**config.mk**
```make
export PLATFORM = sky130hd
export DESIGN_NAME = ling_add_arbiter
export DESIGN_NICKNAME = d
export VERILOG_FILES = /design/src/rtl/ling_add_arbiter.sv
export SDC_FILE = /design/constraint.sdc
export NUM_CORES = 1
export LEC_CHECK = 0
export ABC_CLOCK_PERIOD_IN_PS = 3500
export CAP_MARGIN = 10
export CELL_PAD_IN_SITES_DETAIL_PLACEMENT = 0
export CELL_PAD_IN_SITES_GLOBAL_PLACEMENT = 1
export CORE_ASPECT_RATIO = 1.25
export CORE_MARGIN = 2
export CORE_UTILIZATION = 29
export DETAILED_ROUTE_END_ITERATION = 7
export PLACE_DENSITY_LB_ADDON = 0.2
export SETUP_SLACK_MARGIN = 0.15
export SLEW_MARGIN = 25
export SYNTH_ARGS = -nofsm -noshare
export SYNTH_HDL_FRONTEND = slang
export SYNTH_HIERARCHICAL = 1
export SYNTH_SLANG_ARGS = --single-unit
```
**constraint.sdc**
```tcl
create_clock -name clk -period 3.5 [get_ports clk]
set_input_delay 0.7 -clock clk [delete_from_list [all_inputs] [get_ports clk]]
set_output_delay 0.7 -clock clk [all_outputs]
set_load 0.1 [all_outputs]
```
**src/rtl/ling_add_arbiter.sv**
```systemverilog
// Round-robin arbiter in front of one shared 32-bit sparse-4 Ling adder.
// Each 64-bit op takes LO, HI and an optional INC pass through the same adder.

module L32_node_adder (
  input  logic [31:0] a,
  input  logic [31:0] b,
  output logic [31:0] sum
);
  // Ling pseudo-carry: H[i] = g[i] | t[i-1] & H[i-1]. The real carry out of bit i is t[i] & H[i].
  logic [31:0] g;
  logic [31:0] p;
  logic [30:0] t;
  logic [31:0] th;
  logic [7:0]  bg;
  logic [7:0]  bt;
  logic [7:0]  pg [0:3];
  logic [7:0]  pt [0:3];
  logic [7:0]  hin;
  logic        hprev;
  logic        cin;

  assign g  = a & b;
  assign p  = a ^ b;
  assign t  = a[30:0] | b[30:0];
  assign th = {t, 1'b0};

  always_comb begin
    bg = '0;
    bt = '0;
    for (int k = 0; k < 8; k++) begin
      bg[k] = g[4*k];
      bt[k] = th[4*k];
      for (int j = 1; j < 4; j++) begin
        bg[k] = g[4*k+j] | (th[4*k+j] & bg[k]);
        bt[k] = th[4*k+j] & bt[k];
      end
    end
  end

  // Kogge-Stone prefix over the eight 4-bit blocks; only block-boundary H values are produced.
  always_comb begin
    pg[0] = bg;
    pt[0] = bt;
    pg[1] = '0; pg[2] = '0; pg[3] = '0;
    pt[1] = '0; pt[2] = '0; pt[3] = '0;
    for (int lvl = 0; lvl < 3; lvl++) begin
      for (int k = 0; k < 8; k++) begin
        if (k >= (1 << lvl)) begin
          pg[lvl+1][k] = pg[lvl][k] | (pt[lvl][k] & pg[lvl][k-(1<<lvl)]);
          pt[lvl+1][k] = pt[lvl][k] & pt[lvl][k-(1<<lvl)];
        end else begin
          pg[lvl+1][k] = pg[lvl][k];
          pt[lvl+1][k] = pt[lvl][k];
        end
      end
    end
  end

  // Inside each block the pseudo-carry ripples from the block-entry value.
  always_comb begin
    hin = '0;
    for (int k = 1; k < 8; k++) hin[k] = pg[3][k-1];
    sum   = '0;
    hprev = 1'b0;
    cin   = 1'b0;
    for (int i = 0; i < 32; i++) begin
      if ((i % 4) == 0) hprev = hin[i/4];
      cin    = (i == 0) ? 1'b0 : (th[i] & hprev);
      sum[i] = p[i] ^ cin;
      hprev  = g[i] | (th[i] & hprev);
    end
  end
endmodule

module ling_add_arbiter #(
  parameter  int N_REQ = 4,
  localparam int IDW   = $clog2(N_REQ)
) (
  input  logic               clk,
  input  logic               rst,
  input  logic [N_REQ-1:0]   req_valid,
  output logic [N_REQ-1:0]   req_ready,
  input  logic [N_REQ-1:0]   req_wide,
  input  logic [N_REQ*64-1:0] req_a,
  input  logic [N_REQ*64-1:0] req_b,
  output logic               rsp_valid,
  input  logic               rsp_ready,
  output logic [IDW-1:0]     rsp_id,
  output logic [63:0]        rsp_sum,
  output logic               rsp_cout,
  output logic [2:0]         dbg_state,
  output logic [IDW-1:0]     dbg_ptr
);
  // Handshakes: a transfer happens on a rising edge where valid & ready are both high;
  // req_ready never depends on anything but state, ptr, rst and req_valid.
  typedef enum logic [2:0] {IDLE, LO, HI, INC, DONE} state_t;

  state_t          state, state_nxt;
  logic [IDW-1:0]  ptr;
  logic [IDW-1:0]  grant;
  logic            grant_vld;
  logic            accept;
  logic [31:0]     op_a, op_b, hi_a, hi_b;
  logic [31:0]     add_sum;
  logic [31:0]     s_lo, s_hi;
  logic            c_lo, c_hi, c_inc;
  logic            pass_c;
  logic            wide_r;
  logic [IDW-1:0]  id_r;

  L32_node_adder u_add (.a(op_a), .b(op_b), .sum(add_sum));

  assign pass_c    = (op_a[31] & op_b[31]) | ((op_a[31] | op_b[31]) & ~add_sum[31]);
  assign dbg_state = state;
  assign dbg_ptr   = ptr;

  always_comb begin
    grant     = '0;
    grant_vld = 1'b0;
    for (int k = 0; k < N_REQ; k++) begin
      if (!grant_vld && req_valid[(int'(ptr) + k) % N_REQ]) begin
        grant_vld = 1'b1;
        grant     = IDW'((int'(ptr) + k) % N_REQ);
      end
    end
  end

  always_comb begin
    accept    = (state == IDLE) && grant_vld && !rst;
    req_ready = '0;
    if (accept) req_ready[grant] = 1'b1;
  end

  always_comb begin
    state_nxt = state;
    case (state)
      IDLE: if (accept) state_nxt = LO;
      LO:   state_nxt = wide_r ? HI : DONE;
      HI:   state_nxt = c_lo ? INC : DONE;
      INC:  state_nxt = DONE;
      DONE: if (rsp_valid && rsp_ready) state_nxt = IDLE;
      default: state_nxt = IDLE;
    endcase
  end

  always_ff @(posedge clk) begin
    if (rst) begin
      state     <= IDLE;
      ptr       <= '0;
      rsp_valid <= 1'b0;
      rsp_id    <= '0;
      rsp_sum   <= '0;
      rsp_cout  <= 1'b0;
      op_a      <= '0;
      op_b      <= '0;
      hi_a      <= '0;
      hi_b      <= '0;
      s_lo      <= '0;
      s_hi      <= '0;
      c_lo      <= 1'b0;
      c_hi      <= 1'b0;
      c_inc     <= 1'b0;
      wide_r    <= 1'b0;
      id_r      <= '0;
    end else begin
      state <= state_nxt;
      case (state)
        IDLE: if (accept) begin
          op_a   <= req_a[int'(grant)*64 +: 32];
          op_b   <= req_b[int'(grant)*64 +: 32];
          hi_a   <= req_a[int'(grant)*64+32 +: 32];
          hi_b   <= req_b[int'(grant)*64+32 +: 32];
          wide_r <= req_wide[grant];
          id_r   <= grant;
          c_hi   <= 1'b0;
          c_inc  <= 1'b0;
          ptr    <= (grant == IDW'(N_REQ-1)) ? '0 : grant + 1'b1;
        end
        LO: begin
          s_lo <= add_sum;
          c_lo <= pass_c;
          op_a <= hi_a;
          op_b <= hi_b;
        end
        HI: begin
          s_hi <= add_sum;
          c_hi <= pass_c;
          op_a <= add_sum;
          op_b <= 32'd1;
        end
        INC: begin
          s_hi  <= add_sum;
          c_inc <= &op_a;
        end
        DONE: begin
          // Result registers load once on entry and stay frozen until the handshake.
          if (!rsp_valid) begin
            rsp_valid <= 1'b1;
            rsp_id    <= id_r;
            rsp_sum   <= wide_r ? {s_hi, s_lo} : {32'h0, s_lo};
            rsp_cout  <= wide_r ? (c_hi | c_inc) : c_lo;
          end else if (rsp_ready) begin
            rsp_valid <= 1'b0;
          end
        end
        default: ;
      endcase
    end
  end
endmodule

```
**Word level (Yosys, flattened, before mapping)**

Cells that the tools add are included.

- Register bits: 271
- Bits in latches: 0
- RAM bits: 0
- Bits in read-only memories: 0
- Bits of input ports: 523
- Output and inout bits: 77
- Logic and storage cells: 295
- Memories: 0

- Add/subtract/negate cells: 5
- Multipliers: 0
- Div/mod/pow operators: 0
- Order comparisons: 6
- Equality and inequality tests: 7
- Shifts and indexed selects: 4
- Muxes and demuxes: 41
- Bitwise gates (word level): 189
- Reductions and logical operators: 26

Operators by type and width:

| operator | number |
|---|---|
| 256-bit by 9-bit variable part select with 32-bit output | 2 |
| 256-bit by 10-bit variable part select with 32-bit output | 1 |
| 256-bit by 32-bit variable part select with 32-bit output | 1 |
| 32-bit one-hot mux with 3 select lines | 2 |
| 1-bit AND | 91 |
| 32-bit two-way mux | 2 |
| 64-bit two-way mux | 1 |
| 1-bit bitwise OR | 59 |
| 32-bit AND reduction | 1 |
| 32-bit XOR | 1 |
| 31-bit AND | 1 |
| 31-bit bitwise OR | 1 |
| 1-bit XOR | 31 |
| 1-bit two-way mux | 17 |
| 3-bit one-hot mux with 5 select lines | 1 |
| 3-bit by 4-bit < comparator with 1-bit output (second input constant) | 3 |
| 3-bit two-way mux | 4 |
| 2-bit AND reduction | 6 |
| 1-bit binary-select mux with 2-bit select | 5 |
| 2-bit two-way mux | 5 |
| 8-bit by 6-bit adder with 9-bit output (second input constant) | 1 |
| 2-bit OR reduction | 4 |
| 1-bit logical AND | 7 |
| 3-bit by 2-bit == test with 1-bit output (second input constant) | 2 |
| 17 further kinds | 29 |

**Logic depth before layout (Yosys ltp)**

- Depth in word-level cells: 24
- Depth in mapped cells: 18
- Mapped depth without buffers: 18

**By module**

The synthesis kept the hierarchy.

By module, submodules not included:

| module | times used | cells each | area an instance (sq um) | seq. area each (sq um) |
|---|---|---|---|---|
| ling_add_arbiter | 1 | 2,078 | 15,129.5 | 5,425.2 |
| L32_node_adder | 1 | 203 | 1,764.2 | 0.0 |

**Worst setup path before layout**

OpenSTA, ideal clock, no wires.

- Path type: register -> register
- Start point: register op_a[0]
- End point: register c_hi
- Setup time: 0.128 ns
- Arrival time: 3.572 ns
- Data required time: 3.372 ns
- Setup slack: -0.200 ns
- Stages on the path, launching flop included: 19
- Buffers on the path: 0
- Period minus slack after synthesis: 3.700 ns
- Path through: dfxtp_1 -> ha_1 -> fa_1 -> inv_1 -> fa_1 -> nand2b_1 -> a211oi_1 -> o31ai_2 -> a22oi_1 -> o21ai_1 -> fa_1 -> fa_1 -> inv_1 -> fa_1 -> xnor2_1 -> inv_1 -> maj3_1 -> a32oi_1 -> nor2_1

- Word-level cells in the longest chain between the ends: 23
- Elaborated cells on any way between the ends: 24
- Those cells by class: 1 x mux; 23 x bitwise

Ends and longest elaborated chain:

| item | RTL line | RTL |
|---|---|---|
| from (decl) | 103 | `logic [31:0] op_a, op_b, hi_a, hi_b;` |
| from (signal assigned) | 169 | `op_a <= req_a[int'(grant)*64 +: 32];` |
| from (signal assigned) | 182 | `op_a <= hi_a;` |
| from (signal assigned) | 188 | `op_a <= add_sum;` |
| 31-bit bitwise OR / 31-bit AND (equally long branches) | 24, 22 |  |
| 1-bit AND * | 34 | `bg[k] = g[4*k+j] \| (th[4*k+j] & bg[k]);` |
| 1-bit bitwise OR * | 34 |  |
| 1-bit AND * | 34 |  |
| 1-bit bitwise OR * | 34 |  |
| 1-bit AND * | 34 |  |
| 1-bit bitwise OR * | -- |  |
| 1-bit AND * | 49 | `pg[lvl+1][k] = pg[lvl][k] \| (pt[lvl][k] & pg[lvl][k-(1<<lvl)]);` |
| [... 8 more ...] | -- |  |
| 1-bit bitwise OR * | 70 | `hprev = g[i] \| (th[i] & hprev);` |
| 1-bit AND * | -- |  |
| 1-bit XOR * | 69 | `sum[i] = p[i] ^ cin;` |
| net add_sum[31] | 104 | `logic [31:0] add_sum;` |
| 1-bit NOT * | 113 | `assign pass_c = (op_a[31] & op_b[31]) \| ((op_a[31] \| op_b[31]) & ~add_sum[31]);` |
| 1-bit AND * | 113 |  |
| 1-bit bitwise OR * | 113 |  |
| 1-bit one-hot mux with 2 select lines * | 167 | `case (state)` |
| to (signal assigned) | 187 | `c_hi <= pass_c;` |
| to (decl) | 106 | `logic c_lo, c_hi, c_inc;` |

Mark *: on every way through the listed nets, which the timed path passes. The rest lies on a longest branch.
A chain may end at the register's enable or synchronous reset.

**Worst setup path in the final report**

Same ends and word-level chain as after synthesis.

==> metrics.cfg <==
[cts]
clock_latency_ns=0.58
cts_max_level=1
cts_tree=yes
numCtsBuffers=31
clk_path_buf_depth=3
cts_num_sinks=271
root_buffer=clkbuf_16
clk_pin_slew_worst_paths_ns=0.06
cts_hold_buf=0

[sta]
finalHoldViolations=0
setup_viol=19
min_period_over_period=1.070
final_max_slew_viol_count=0
min_period_ns=3.744
clock_skew_ns=0.01051
maxSlewHeadroom=0.3066
final.setup.worst_slack_ns=-0.2436
worst_pin_slew_ns=1.037
clock.fmax_mhz=267.1
hold_slack_ns=0.4183
rsz0062_at_grt=true

[drt]
ant_nets=0
drt_iter0_markers=1088
vias_per_cell=5.230
drc=0
vias=18910
routedWlPerCell_um=22.74
wl_um=82240
first_pass_iters=5

[floorplanning]
core_area_sq_mm=0.05739
ioPinCount=600
fp.dieH_um=273.9
initial_core_util=0.2944
fp.dieArea_sq_mm=0.06021
num_rows=98
die_w_um=219.9

[logic_synthesis]
synth_edf_count=0
synthArstFlopShare=0
synth_fp_nets=2883
synth_cell_types=61
synthesis.instances=2281
ys_ff_latch=271
avgSynthCellArea_sq_um=7.406
ys_seq_area_frac=0.3211
ys.flop_type=dfxtp_1
yosys_warnings=6
syn-cell-area_sq_mm=0.01689

[final_layout]
fillerInstances=5895
fin_nets=3442
final_cell_mix=clkdlybuf4s50_1 (526), nand2_1 (334), dfxtp_1 (265)
drive_gt1_frac=0.1331
final_common_cell=clkdlybuf4s50_1
area_growth_pct=50.94
fin_area_sq_mm=0.02550

[grt]
grt_max_degree=120
antenna_found_initial=9
gr-total-overflow=0
track_usage=0.2644
grt_pass1_wl_um=120900
grt_pass1_vias=19250

[outcome]
violations=negative setup slack
status=complete, but fails checks

[power]
power.density_mw_per_mm2=792.5
power_switching_share=0.4587
pwr-share-comb=0.584
p_leak_nw=9.869
p_clk_frac=0.166
p_seq_frac=0.250
p_int_w=0.01094
ir_drop_mv=0.4443
p_sw_w=0.009269

[critical_path]
cp.required_ns=3.93
critPathMaxStageDelay_ns=0.37
crit_path_cell_trace=ha_4 -> fa_2 -> inv_2 -> fa_2 -> nand2b_4 -> a211oi_4 -> o31ai_4 -> a22oi_2 -> o21ai_2 -> fa_2 -> fa_2 -> inv_2 -> fa_2 -> xnor2_2 -> inv_1 -> maj3_2 -> a32oi_1 -> nor2_1
cp_slowest_cell=fa_2
path_class=reg -> reg
endpoint_kind=flop
worst_setup_path_start_kind=flop
worstPathMaxFanout=2
crit_arrival_ns=4.17
cpMostUsedCell=fa_2

[min_path]
min_path_type=in -> reg

[run]
max-cap-violations=0

[placement]
place.port_buffers=599
place_congestion=0.8700
hpwl_um=64000
place_area_sq_mm=0.02413

-- power by group through the flow --
stage          clock (W)  combinational (W)  sequential (W)
4_1_cts          0.00344             0.0116         0.00505
6_report         0.00336             0.0118         0.00505
3_3_place_gp           0             0.0111         0.00507
5_1_grt          0.00354             0.0128         0.00515
2_1_floorplan          0            0.00599         0.00518
3_5_place_dp           0             0.0111         0.00511
-- routing by layer --
| metal | routed length (um) | vias up | part of all wire | global-route usage |
|---|---|---|---|---|
| met5 | 39 | - | 0.00047 | 0 |
| met4 | 2181 | 6 | 0.027 | 0.07347 |
| met1 | 33500 | 9104 | 0.41 | 0.3226 |
| met3 | 4453 | 99 | 0.054 | 0.03860 |
| li1 | - | 9115 | - | - |
| met2 | 42070 | 589 | 0.51 | 0.4788 |
-- synth_stat cells (4+ instances only) --
| master | count | area (sq um) |
|---|---|---|
| a21boi_0 | 4 | 30.03 |
| inv_1 | 114 | 427.9 |
| a21oi_1 | 266 | 1331 |
| a21o_1 | 192 | 1441 |
| and2_1 | 4 | 25.02 |
| mux2i_1 | 70 | 700.7 |
| nor4_1 | 4 | 25.02 |
| dfxtp_1 | 271 | 5425 |
| buf_1 | 13 | 48.80 |
| nor2_1 | 22 | 82.58 |
| nand2b_1 | 6 | 37.54 |
| nor3_1 | 6 | 30.03 |
| ha_1 | 55 | 688.2 |
| buf_6 | 12 | 135.1 |
| xnor2_1 | 7 | 61.31 |
| o21ai_0 | 258 | 1291 |
| nand4_1 | 9 | 56.30 |
| buf_4 | 7 | 52.55 |
| o21ba_2 | 4 | 40.04 |
| a31oi_1 | 63 | 394.1 |
| fa_1 | 24 | 480.5 |
| buf_2 | 32 | 160.2 |
| nand2_1 | 341 | 1280 |
| clkbuf_1 | 151 | 566.8 |
| o211ai_1 | 69 | 518.0 |
| nand3_1 | 227 | 1136 |
-- registers in the layout, summed over array words and instances (netlist names), 3 cells and up --
register / cells
hi_a: 32
s_lo: 32
op_b: 32
rsp_sum: 64
dbg_state: 3
hi_b: 32
s_hi: 32
op_a: 32
-- what timing repair did --
item | CTS | global route
gates resized for setup | 36 | 44
endpoints found under the setup margin | 56 | 59
pin swaps | 21 | 22
setup buffers | 6 | 1
-- worst max-delay path: cells and delay by family (launching register included) --
family	cells	cell delay, ns
xor+xnor	1	0.11
fa+ha+maj	7	1.97
buf+inv	3	0.20
compound gates	5	0.86
flops	1	0.34
simple gates	2	0.12
-- stage by stage --
| stage | setup TNS (ns) | utilization | worst slack, ns | power [W] | cells |
|---|---|---|---|---|---|
| floorplan | -0.004535 | - | -0.004535 | 0.01117 | 2281 |
| global placement | -6.789 | 0.4204 | -0.5630 | 0.01614 | 3550 |
| detailed placement | -7.443 | 0.4205 | -0.5794 | 0.01625 | 3550 |
| CTS | -4.263 | 0.4415 | -0.3811 | 0.02008 | 3611 |
| global route | -6.210 | 0.4443 | -0.4278 | 0.02153 | 3615 |
| finish | -1.871 | 0.4444 | -0.2436 | 0.02021 | 3616 |
-- final cells by class --
cell class / count / area, sq um / area share
antenna: 4 / 10.01 / 0.0003925
clock buffer: 40 / 839.6 / 0.03292
clock inverter: 15 / 180.2 / 0.007066
inverter: 115 / 434.2 / 0.01703
multi-input combinational: 1679 / 10470 / 0.4105
sequential: 271 / 5433 / 0.2131
tap: 750 / 938.4 / 0.03680
timing repair buffer: 742 / 7196 / 0.2822
-- path summary, 6_finish.rpt --
check             cells past startpoint  slack (ns)  startpoint           end
setup / recovery                     18       -0.24     op_a[0]          c_hi
setup reg to reg                     18       -0.24     op_a[0]          c_hi
hold reg to reg                       2        0.45     s_lo[4]    rsp_sum[4]
hold / removal                        2        0.42         rst  dbg_state[0]
-- cell families after synthesis --
kind of cell | count (synthesis) | share of synthesized area
DFF | 271 | 0.3211
adders and majority gates | 80 | 0.06977
buffers and inverters | 331 | 0.08302
muxes | 70 | 0.04148
AOI/OAI and AO/OA | 880 | 0.3116
xor gates and xnor gates | 9 | 0.004666
and+or+nand+nor | 640 | 0.1683
No activity file was read; power rests on OpenSTA's default activity.
